===== src/rtl/button_event_arbiter_pkg.sv =====
// Shared constants for the button event path: FSM states, default button count, button indices.
// No logic, no latency.
// No flow control.
package btn_pkg;

    localparam int NBTN_DEFAULT = 5;
    localparam int IDW_DEFAULT  = 3;

    // Two-state offer FSM; encodings are fixed so other blocks can decode them.
    typedef enum logic {
        IDLE  = 1'b0,
        OFFER = 1'b1
    } state_t;

    localparam int BTN_UP    = 0;
    localparam int BTN_DOWN  = 1;
    localparam int BTN_LEFT  = 2;
    localparam int BTN_RIGHT = 3;
    localparam int BTN_PROG  = 4;

endpackage


===== src/rtl/button_event_arbiter_if.sv =====
// Event command port: one button event offered at a time with valid/ready.
// No logic, no latency.
// Offer is held by the master until the slave raises ev_ready.
interface button_event_arbiter_if
    import btn_pkg::*;
#(
    parameter int IDW = IDW_DEFAULT
);
    logic           ev_valid;
    logic           ev_ready;
    logic [IDW-1:0] ev_id;
    logic           ev_repeat;

    modport master (output ev_valid, output ev_id, output ev_repeat, input ev_ready);
    modport slave  (input ev_valid, input ev_id, input ev_repeat, output ev_ready);
endinterface


===== src/rtl/button_event_arbiter_rr_pick.sv =====
// Round-robin pick: first set bit of pend scanning ptr+1, ptr+2, ... modulo NBTN.
// Purely combinational, zero latency.
// No flow control; any is low when nothing is pending.
module rr_pick
    import btn_pkg::*;
#(
    parameter int NBTN = NBTN_DEFAULT,
    parameter int IDW  = IDW_DEFAULT
)(
    input  logic [NBTN-1:0] pend,
    input  logic [IDW-1:0]  ptr,
    output logic [IDW-1:0]  id,
    output logic            any
);

    // Walk the ring starting just after the last served index; first hit wins.
    always_comb begin
        id  = '0;
        any = 1'b0;
        for (int k = 1; k <= NBTN; k++) begin
            int idx;
            idx = (int'(ptr) + k) % NBTN;
            if (!any && pend[idx]) begin
                any = 1'b1;
                id  = IDW'(idx);
            end
        end
    end

endmodule


===== src/rtl/button_event_arbiter.sv =====
// Turns debounced button rising edges into pending events served round-robin on a valid/ready port.
// Level change to ev_valid: 2 cycles; at most one event every 2 cycles.
// Offer held stable until ev_ready; repeated edges on a pending button merge and set overflow.
// Optional auto-repeat for a held button when BTN_REPEAT_EN is defined.
module button_event_arbiter
    import btn_pkg::*;
#(
    parameter int NBTN           = NBTN_DEFAULT,
    parameter int IDW            = IDW_DEFAULT,
    parameter int REP_DELAY_CYC  = 50_000_000,
    parameter int REP_PERIOD_CYC = 20_000_000
)(
    input  logic                   reloj,
    input  logic                   resetM,
    input  logic [NBTN-1:0]        db_level,
    input  logic                   enable,
    input  logic                   clr_ovf,
    output logic [NBTN-1:0]        pend,
    output logic                   overflow,
    button_event_arbiter_if.master ev
);

    state_t          state, state_nxt;
    logic [NBTN-1:0] lvl_q;
    logic            prime;
    logic [NBTN-1:0] rise;
    logic [NBTN-1:0] clr;
    logic [NBTN-1:0] rep_set;
    logic            accept;
    logic            new_ovf;

    logic            valid_q, valid_nxt;
    logic [IDW-1:0]  id_q, id_nxt;
    logic            rep_q, rep_nxt;
    logic [IDW-1:0]  ptr, ptr_nxt;

    logic [IDW-1:0]  pick_id;
    logic            pick_any;

    assign ev.ev_valid  = valid_q;
    assign ev.ev_id     = id_q;
    assign ev.ev_repeat = rep_q;

    // The first cycle out of reset only captures levels, so buttons held through reset stay silent.
    assign rise    = prime ? '0 : (db_level & ~lvl_q);
    assign accept  = (state == OFFER) && ev.ev_ready;
    assign clr     = accept ? (NBTN'(1) << id_q) : '0;
    assign new_ovf = enable && (|(rise & pend & ~clr));

    rr_pick #(.NBTN(NBTN), .IDW(IDW)) u_pick (
        .pend (pend),
        .ptr  (ptr),
        .id   (pick_id),
        .any  (pick_any)
    );

`ifdef BTN_REPEAT_EN
    localparam int REP_MAX = (REP_DELAY_CYC > REP_PERIOD_CYC) ? REP_DELAY_CYC : REP_PERIOD_CYC;
    localparam int TW      = $clog2(REP_MAX + 1);

    logic [TW-1:0]   tmr_cnt;
    logic            tmr_act;
    logic [IDW-1:0]  tmr_tgt;
    logic [NBTN-1:0] rep_flag;
    logic            tgt_held;
    logic            tmr_fire;
    logic            tmr_load;

    assign tgt_held = db_level[tmr_tgt];
    assign tmr_fire = tmr_act && tgt_held && enable && (tmr_cnt <= TW'(1));
    // Accepting a repeat of the current target keeps the period running; anything else restarts the delay.
    assign tmr_load = accept && !(tmr_act && (tmr_tgt == id_q) && rep_q);

    // A repeat that finds its button still pending is dropped without touching overflow.
    always_comb begin
        rep_set = '0;
        if (tmr_fire && !(pend[tmr_tgt] && !clr[tmr_tgt]))
            rep_set = NBTN'(1) << tmr_tgt;
    end

    // Single repeat timer following the most recently accepted button while it stays held.
    always_ff @(posedge reloj or posedge resetM) begin
        if (resetM) begin
            tmr_act <= 1'b0;
            tmr_cnt <= '0;
            tmr_tgt <= '0;
        end else if (tmr_load) begin
            tmr_act <= 1'b1;
            tmr_tgt <= id_q;
            tmr_cnt <= TW'(REP_DELAY_CYC);
        end else if (tmr_act) begin
            if (!enable || !tgt_held)
                tmr_act <= 1'b0;
            else if (tmr_cnt <= TW'(1))
                tmr_cnt <= TW'(REP_PERIOD_CYC);
            else
                tmr_cnt <= tmr_cnt - TW'(1);
        end
    end

    // Marks which pending events came from the repeat timer.
    always_ff @(posedge reloj or posedge resetM) begin
        if (resetM)
            rep_flag <= '0;
        else if (!enable)
            rep_flag <= '0;
        else
            rep_flag <= (rep_flag & ~clr) | rep_set;
    end
`else
    assign rep_set = '0;
`endif

    // Edge-detect history and pending set/clear; a new set wins over the accept clear.
    always_ff @(posedge reloj or posedge resetM) begin
        if (resetM) begin
            lvl_q <= '0;
            prime <= 1'b1;
            pend  <= '0;
        end else begin
            lvl_q <= db_level;
            prime <= 1'b0;
            if (!enable)
                pend <= '0;
            else
                pend <= (pend & ~clr) | rise | rep_set;
        end
    end

    // Sticky overflow; a fresh merge in the clearing cycle keeps it set.
    always_ff @(posedge reloj or posedge resetM) begin
        if (resetM)
            overflow <= 1'b0;
        else if (new_ovf)
            overflow <= 1'b1;
        else if (clr_ovf)
            overflow <= 1'b0;
    end

    // Offer FSM state and registered outputs.
    always_ff @(posedge reloj or posedge resetM) begin
        if (resetM) begin
            state   <= IDLE;
            valid_q <= 1'b0;
            id_q    <= '0;
            rep_q   <= 1'b0;
            ptr     <= IDW'(NBTN - 1);
        end else begin
            state   <= state_nxt;
            valid_q <= valid_nxt;
            id_q    <= id_nxt;
            rep_q   <= rep_nxt;
            ptr     <= ptr_nxt;
        end
    end

    // Next-state: latch the round-robin winner in IDLE, hold the offer until it is accepted.
    always_comb begin
        state_nxt = state;
        valid_nxt = valid_q;
        id_nxt    = id_q;
        rep_nxt   = rep_q;
        ptr_nxt   = ptr;
        case (state)
            IDLE: begin
                if (pick_any) begin
                    id_nxt    = pick_id;
`ifdef BTN_REPEAT_EN
                    rep_nxt   = rep_flag[pick_id];
`else
                    rep_nxt   = 1'b0;
`endif
                    valid_nxt = 1'b1;
                    state_nxt = OFFER;
                end
            end
            OFFER: begin
                if (ev.ev_ready) begin
                    ptr_nxt   = id_q;
                    valid_nxt = 1'b0;
                    state_nxt = IDLE;
                end
            end
            default: state_nxt = IDLE;
        endcase
    end

endmodule


===== src/flat_wrapper.sv =====
// flat-port wrapper written by rule: the top's interface ports become plain ports
module button_event_arbiter_flat import btn_pkg::*;
#(
    parameter int NBTN           = NBTN_DEFAULT,
    parameter int IDW            = IDW_DEFAULT,
    parameter int REP_DELAY_CYC  = 50_000_000,
    parameter int REP_PERIOD_CYC = 20_000_000
)
  (reloj, resetM, db_level, enable, clr_ovf, pend, overflow, ev_ev_valid, ev_ev_id, ev_ev_repeat, ev_ev_ready);
  button_event_arbiter_if #(.IDW(IDW)) ev_i ();
  input  logic reloj;
  input  logic resetM;
  input  logic [NBTN-1:0] db_level;
  input  logic enable;
  input  logic clr_ovf;
  output logic [NBTN-1:0] pend;
  output logic overflow;
  output wire logic [$bits(ev_i.ev_valid)-1:0] ev_ev_valid;
  output wire logic [$bits(ev_i.ev_id)-1:0] ev_ev_id;
  output wire logic [$bits(ev_i.ev_repeat)-1:0] ev_ev_repeat;
  input wire logic [$bits(ev_i.ev_ready)-1:0] ev_ev_ready;
  assign ev_ev_valid = ev_i.ev_valid;
  assign ev_ev_id = ev_i.ev_id;
  assign ev_ev_repeat = ev_i.ev_repeat;
  assign ev_i.ev_ready = ev_ev_ready;
  button_event_arbiter #(.NBTN(NBTN), .IDW(IDW), .REP_DELAY_CYC(REP_DELAY_CYC), .REP_PERIOD_CYC(REP_PERIOD_CYC)) u_core (.reloj(reloj), .resetM(resetM), .db_level(db_level), .enable(enable), .clr_ovf(clr_ovf), .pend(pend), .overflow(overflow), .ev(ev_i));
endmodule

===== config.mk =====
export PLATFORM = sky130hd
export DESIGN_NAME = button_event_arbiter_flat
export DESIGN_NICKNAME = d
export VERILOG_FILES = /design/src/rtl/button_event_arbiter_pkg.sv /design/src/rtl/button_event_arbiter_if.sv /design/src/rtl/button_event_arbiter_rr_pick.sv /design/src/rtl/button_event_arbiter.sv /design/src/flat_wrapper.sv
export SDC_FILE = /design/constraint.sdc
export NUM_CORES = 1
export LEC_CHECK = 0
export BUFFER_PORTS_ARGS = -buffer_cell sky130_fd_sc_hd__buf_2
export CAP_MARGIN = 20
export CORE_ASPECT_RATIO = 0.5
export CORE_MARGIN = 4
export CORE_UTILIZATION = 45
export CTS_CLUSTER_SIZE = 20
export DETAILED_ROUTE_END_ITERATION = 8
export RECOVER_POWER = 25
export SLEW_MARGIN = 10
export SYNTH_ARGS = -nofsm -noshare
export SYNTH_HDL_FRONTEND = slang
export SYNTH_HIERARCHICAL = 1
export SYNTH_SLANG_ARGS = --single-unit

===== constraint.sdc =====
create_clock -name reloj -period 7.5 [get_ports reloj]
set_input_delay 0.375 -clock reloj [delete_from_list [all_inputs] [get_ports reloj]]
set_output_delay 0.375 -clock reloj [all_outputs]
set_load 0.05 [all_outputs]

==> results of run 1 <==
[worst reg2reg max path: stages, from the launching register on]
cell and delay [ns]:
dfrtp_1 0.34, buf_4 0.32, inv_1 0.26, ha_1 0.78
inv_2 0.19, ha_1 0.25, inv_1 0.05, ha_1 0.22
nand2b_1 0.18, o31ai_1 0.27, a221oi_2 0.16, or4_1 0.53
a31oi_1 0.28, nor3_2 0.11, and3_4 0.19, and2_4 0.15
nand2b_1 0.09, nor2b_1 0.32, mux2_2 0.37
[metrics by stage]
stage	area [µm²]	hold slack (ns)	std cells	worst slack, ns	power, W
after floorplan	2530	0.337	305	3.21	0.00105
after global placement	2650	0.467	383	2.58	0.00123
after detailed placement	2650	0.482	383	2.38	0.00124
after CTS	2740	0.242	387	2.34	0.00137
after global routing	2730	0.245	387	1.81	0.00151
final	2730	0.246	387	2.33	0.00138
[cell usage in the layout, fill, tap and decap left out, drive strengths merged, types with 5 or more instances in the layout]
cell / Yosys / routed
a211oi: 6 / 6
nand2: 27 / 27
mux2: 6 / 6
xnor2: 10 / 10
a21oi: 19 / 19
ha: 26 / 26
nor3: 7 / 7
dfrtp: 18 / 18
o21ai: 18 / 18
o21a: 7 / 7
inv: 22 / 22
clkbuf: 4 / 8
nor2: 26 / 26
nand3: 5 / 5
nand3b: 5 / 5
buf: 8 / 16
nand2b: 9 / 9
[metal layers]
layer | wire (µm) | vias up | global-route usage | share of wire
met2 | 2730 | 64 | 0.314 | 0.45
met4 | 25 | 0 | 0.0423 | 0.0041
met5 | 0 | - | 0 | 0
met1 | 3030 | 1069 | 0.262 | 0.50
met3 | 321 | 2 | 0.0226 | 0.053
li1 | - | 1135 | - | -
[final cells by class]
type,instances,area share
Clock buffer,4,0.0325
Timing Repair Buffer,20,0.0357
Multi-Input combinational cell,249,0.680
Tap cell,70,0.0321
Sequential cell,20,0.184
Inverter,24,0.0353
[Yosys cell counts, drive strengths merged (5+ instances only)]
cell type,instances
dfrtp,18
o21ai,18
nand2b,9
nor2,26
ha,26
o21a,7
buf,8
mux2,6
a211oi,6
inv,22
nand3b,5
nor3,7
nand2,27
a21oi,19
nand3,5
xnor2,10
[state kept, by name, indices dropped and copies added, names as in the netlist]
name	count
u_core/prime	1
u_core/overflow	1
u_core/ev.ev_valid	1
u_core/ev.ev_id	3
u_core/ptr	3
u_core/lvl_q	5
u_core/pend	5
u_core/state	1
[cell families (layout without fill, tap and decap cells)]
group	count (synthesis)	count (layout)
DFF	20	20
xor gates and xnor gates	11	11
adders and majority gates	27	27
AOI/OAI and AO/OA	91	91
other	1	2
buffers and inverters	36	48
muxes	12	12
and+or+nand+nor	106	106
[final timing paths]
| kind | start | end | slack (ns) | cells past startpoint |
|---|---|---|---|---|
| max | u_core/ptr[0]$_DFFE_PP0P_ | u_core/ev.ev_id[1]$_DFFE_PP0P_ | 2.33 | 18 |
| min reg2reg | u_core/ptr[0]$_DFFE_PP0P_ | u_core/ptr[0]$_DFFE_PP0P_ | 0.49 | 2 |
| min in group reloj | db_level[3] | u_core/lvl_q[3]$_DFF_PP0_ | 0.25 | 1 |
| max in group asynchronous | resetM | u_core/pend[0]$_DFF_PP0_ | 6.77 | 2 |
| max reg2reg | u_core/ptr[0]$_DFFE_PP0P_ | u_core/ev.ev_id[1]$_DFFE_PP0P_ | 2.33 | 18 |
| min | resetM | u_core/lvl_q[0]$_DFF_PP0_ | 0.25 | 2 |
[power by group through the flow]
stage	Clock [W]	Sequential, W	Combinational, W
floorplan	0	0.000206	0.000847
CTS	0.000121	0.000178	0.00107
global route	0.000128	0.000183	0.00120
finish	0.000119	0.000177	0.00108
detailed placement	0	0.000179	0.00106
global placement	0	0.000179	0.00105
==> results.json, run 1 <==
{
  "fp-row-count": 18,
  "ctsLongestPathBuffers": 2,
  "nNetsFinal": 355,
  "clk_latency_ns": 0.25,
  "peakVddDrop_v": 0.000339,
  "internal-power_w": 0.000647,
  "grt_max_degree": 30,
  "synth_edf_count": 0,
  "leakagePower_nw": 1.16,
  "core_area_um2": 5180,
  "required_ns": 7.64,
  "cp_slowest_cell": "ha_1",
  "worstPathMaxFanout": 29,
  "swShare": 0.531,
  "clk_pin_slew_ns": 0.05,
  "register_area_um2": 503,
  "clock_skew_ns": 0.00267,
  "ctsHoldBuffers": 0,
  "synth_cell_types": 79,
  "clock-root-buffer": "clkbuf_16",
  "synthCells": 304,
  "grt_pass1_wl_mm": 10.5,
  "setup_viol_count_final": 0,
  "drc": 0,
  "sequentialPowerShare": 0.128,
  "cts.sinks": 20,
  "synth-seq-cells": 20,
  "viasPerCell": 5.87,
  "drt-total-wl_mm": 6.11,
  "yosysSeqAreaShare": 0.199,
  "p_per_area_nw_per_um2": 505,
  "crit_path_cell_trace": "buf_4, inv_1, ha_1, inv_2, ha_1, inv_1, ha_1, nand2b_1, o31ai_1, a221oi_2, or4_1, a31oi_1, nor3_2, and3_4, and2_4, nand2b_1, nor2b_1, mux2_2",
  "dp_hpwl_mm": 4.62,
  "hold_path.class": "in2async",
  "drtIter0Drc": 111,
  "relSlewSlack": 0.493,
  "dieArea_um2": 6960,
  "status": "finished clean",
  "fmax_mhz": 194,
  "gp_congestion": 0.867,
  "cp-end-kind": "register",
  "io_pins": 21,
  "synth_fa_ha_area_frac": 0.136,
  "min_period_ns": 5.17,
  "arrival_ns": 5.30,
  "cts_resized": 0,
  "yosys.area_share.simple": 0.231,
  "fillers": 503,
  "cts_tree": "yes",
  "startpoint_type": "register",
  "critPathBufInv": 4,
  "netlist_top_cells_area": "dfrtp_1 18%, ha_1 13%, nor2_1 3.9%",
  "syn_area_um2": 2530,
  "layout-drive-gt1-share": 0.148,
  "gr-total-overflow": 0,
  "slowest_delay_ns": 0.78,
  "p_switching_w": 0.000733,
  "crit_top_cell": "ha_1",
  "antenna_found_initial": 0,
  "cts_buffers": 3,
  "yosysWarnings": 6,
  "vias": 2270,
  "routedWlPerCell_um": 15.8,
  "ys.flop_type": "dfrtp_1",
  "htree_levels": 1,
  "synth_top_family_by_area": "compound AO/OA/AOI/OAI gates",
  "grt_pass1_vias": 2125,
  "area_growth_pct": 7.96,
  "drv_slew": 0,
  "tightestPinTransition_ns": 0.760,
  "p_comb_frac": 0.785,
  "drt_first_pass_iters": 4,
  "start_util": 0.489,
  "maxCapViolations": 0,
  "portBuffers": 19,
  "yosysTopAreaCell": "dfrtp_1",
  "die_x_um": 114,
  "antenna_cells": 0,
  "tns_ns": 0,
  "grt_usage": 0.186,
  "hold_viol": 0,
  "synth_area_per_cell_um2": 8.33,
  "post-cts-setup-buffers": 0,
  "fin_crit_sh": 0.689,
  "synth_top_cell_area_share": 0.178,
  "die_height_um": 61.0,
  "crit_type": "reg2reg",
  "path_delay_family": "simple AND/OR/NAND/NOR gates",
  "drtAntennaViolNets": 0,
  "synth_xor_area_frac": 0.0484,
  "synth_compound_area_frac": 0.254,
  "p_clk_frac": 0.086,
  "synth_mux_area_frac": 0.0618,
  "async_flop_share": 1.00,
  "utilization": 0.528,
  "rsz0062_at_grt": "false",
  "multi_input_area_um2": 1860
}
No activity file was read; power rests on OpenSTA's default activity.
==> run 2, diff against run 1 <==
- ABC_AREA: default -> 1
- clock period: 7.5 -> 5.2 ns (I/O delays scaled with it)
==> run 2 against run 1 <==
Against the previous run: utilization down 1.2 points; global-route usage up 0.26 points; flip-flop and latch count unchanged; sequential share of layout area up 1.1 points; critical path depth up 1; final cell count up 14%; synthesized cell count up 15%; register-to-register slack worse by 1.0 ns; worst hold slack worse by 0.12 ns; first-iteration DRC count up 4.5%; count of clock-buffer cells in the layout unchanged; via count up 2.2%; highest routed layer unchanged.
==> results.json, run 2 <==
{
  "status": "finished clean",
  "arrival_ns": 4.00,
  "clock-root-buffer": "clkbuf_8",
  "fp-row-count": 18,
  "cp-end-kind": "register",
  "reg2reg_slack_ns": 1.33,
  "dieArea_um2": 6550,
  "gr-total-overflow": 0,
  "ctsHoldBuffers": 0,
  "grt_usage": 0.189,
  "dp_hpwl_mm": 4.77,
  "drt-total-wl_mm": 5.91,
  "grt_max_degree": 21,
  "drt_first_pass_iters": 5,
  "area_growth_pct": 8.99,
  "synth-seq-cells": 20,
  "required_ns": 5.33,
  "utilization": 0.516,
  "post-cts-setup-buffers": 0,
  "cts.sinks": 20,
  "dp.cells": 436,
  "fmax_mhz": 259,
  "synth_area_per_cell_um2": 6.78,
  "clock_skew_ns": 0.0101,
  "portBuffers": 19,
  "relSlewSlack": 0.487,
  "hold_path.class": "in2async",
  "clk_latency_ns": 0.27,
  "yosysTopAreaCell": "dfrtp_1",
  "holdWs_ns": 0.121,
  "min_period_ns": 3.87,
  "hold_viol": 0,
  "start_util": 0.473,
  "netlist_top_cells_area": "dfrtp_1 19%, ha_1 14%, nand2_1 12%",
  "cts_tree": "yes",
  "ctsLongestPathBuffers": 2,
  "drv_slew": 0,
  "tns_ns": 0,
  "synthCells": 349,
  "reg2reg_depth": 19,
  "cp-startpoint": "u_core/ptr[2]$_DFFE_PP1P_",
  "reg2reg_to": "u_core/state$_DFF_PP0_",
  "maxCapViolations": 0,
  "drtAntennaViolNets": 0,
  "yosysWarnings": 6,
  "die_x_um": 111,
  "ys.flop_type": "dfrtp_1",
  "worstPathMaxFanout": 10,
  "crit_type": "reg2reg",
  "synth_cell_types": 40,
  "rsz0062_at_grt": "false",
  "reg_top3": "u_core/lvl_q: 5 flops, u_core/pend: 5 flops",
  "async_flop_share": 1.00,
  "drc": 0,
  "final_cell_mix": "74 x nand2_1, 49 x inv_1, 44 x nand3_1",
  "synth_edf_count": 0,
  "cts_resized": 0,
  "cts_buffers": 3,
  "layout-drive-gt1-share": 0.173,
  "routedWlPerCell_um": 13.4,
  "fillers": 533,
  "die_height_um": 59.3,
  "nNetsFinal": 408,
  "startpoint_type": "register",
  "synth_common_cells": "74 x nand2_1, 49 x inv_1, 44 x nand3_1",
  "fin_cells": 440,
  "drtIter0Drc": 116,
  "grt_pass1_vias": 2231,
  "fin_crit_sh": 0.744,
  "antenna_cells": 0,
  "final_common_cell": "nand2_1",
  "yosysSeqAreaShare": 0.213,
  "yosysMostFrequentCell": "nand2_1",
  "syn_area_um2": 2370,
  "io_pins": 21,
  "viasPerCell": 5.27,
  "grt_pass1_wl_mm": 10.1,
  "setup_viol_count_final": 0,
  "clk_pin_slew_ns": 0.08,
  "vias": 2320,
  "core_area_um2": 5000,
  "synth_top_cell_area_share": 0.190,
  "tightestPinTransition_ns": 0.769,
  "gp_congestion": 0.922,
  "rr_startpoint": "u_core/ptr[2]$_DFFE_PP1P_",
  "crit_path_end": "u_core/state$_DFF_PP0_",
  "antenna_found_initial": 0,
  "htree_levels": 1
}
## run 2: cell types whose count changed after synthesis, sizes merged, moves of 9 or more
| cell | change |
|---|---|
| inv | +32 |
| nand2 | +64 |
| nand2b | -9 |
| nand3 | +47 |
| nand4 | +17 |
| xnor2 | -9 |
## run 2: routing by layer
layer / track usage / up-vias / part of all wire / wire length (µm)
met3: 0.0173 / 9 / 0.057 / 337
li1: - / 1186 / - / -
met1: 0.256 / 1053 / 0.49 / 2890
met2: 0.325 / 72 / 0.44 / 2610
met5: 0 / - / 0 / 0
met4: 0.0614 / 0 / 0.011 / 64
## run 2: final cells by class
class | instances | area [µm²] | share of cell area
flip-flops and latches | 20 | 503 | 0.195
multi-input cells | 269 | 1630 | 0.631
inverters | 56 | 211 | 0.0820
well taps | 70 | 87.6 | 0.0340
clock buffers | 4 | 45.0 | 0.0175
repair buffers | 21 | 104 | 0.0403
## run 2: logic make-up (layout without fill, tap and decap cells)
kind of cell,Yosys count,after routing,share of synthesized area
AO/OA/AOI/OAI,33,33,0.0830
adder cells (fa/ha/maj),27,27,0.146
XOR/XNOR,6,6,0.0254
buffers and inverters,61,81,0.101
flip-flops,20,20,0.213
AND/OR/NAND/NOR,201,201,0.430
other,1,2,0.00158
## run 2: per-stage QoR
step	instance area, µm²	setup WS [ns]
6_report	2580	1.33
3_5_place_dp	2540	1.36
2_1_floorplan	2370	1.57
4_1_cts	2580	1.34
3_3_place_gp	2540	1.56
5_1_grt	2580	0.973
## run 2: worst min-delay path by stage
stage                            from                             end
after floorplan                resetM  u_core/ev.ev_id[0]$_DFFE_PP0P_
after global placement    db_level[4]       u_core/lvl_q[4]$_DFF_PP0_
after detailed placement  db_level[4]       u_core/lvl_q[4]$_DFF_PP0_
after CTS                 db_level[4]       u_core/lvl_q[4]$_DFF_PP0_
after global routing      db_level[0]       u_core/lvl_q[0]$_DFF_PP0_
final                          resetM     u_core/overflow$_DFFE_PP0P_
## run 2: critical path, stage by stage (launching register included)
cell and delay, ns:
dfstp_2 0.65, inv_2 0.12, ha_1 0.35, nor2_1 0.12, nor2_1 0.05, a21oi_2 0.20, xor2_1 0.13, ha_1 0.22
fa_1 0.42, nand3_2 0.12, nand2_1 0.05, o21ai_1 0.16, nand3b_1 0.18, nand3_1 0.09, o21ai_2 0.12, nand3_2 0.13
nor2_4 0.15, nand4_1 0.13, nand2_1 0.23, o21ai_0 0.12
Power of run 2 is not shown: default switching activity piles up to over one toggle a cycle in this logic, so the estimate is an artifact.
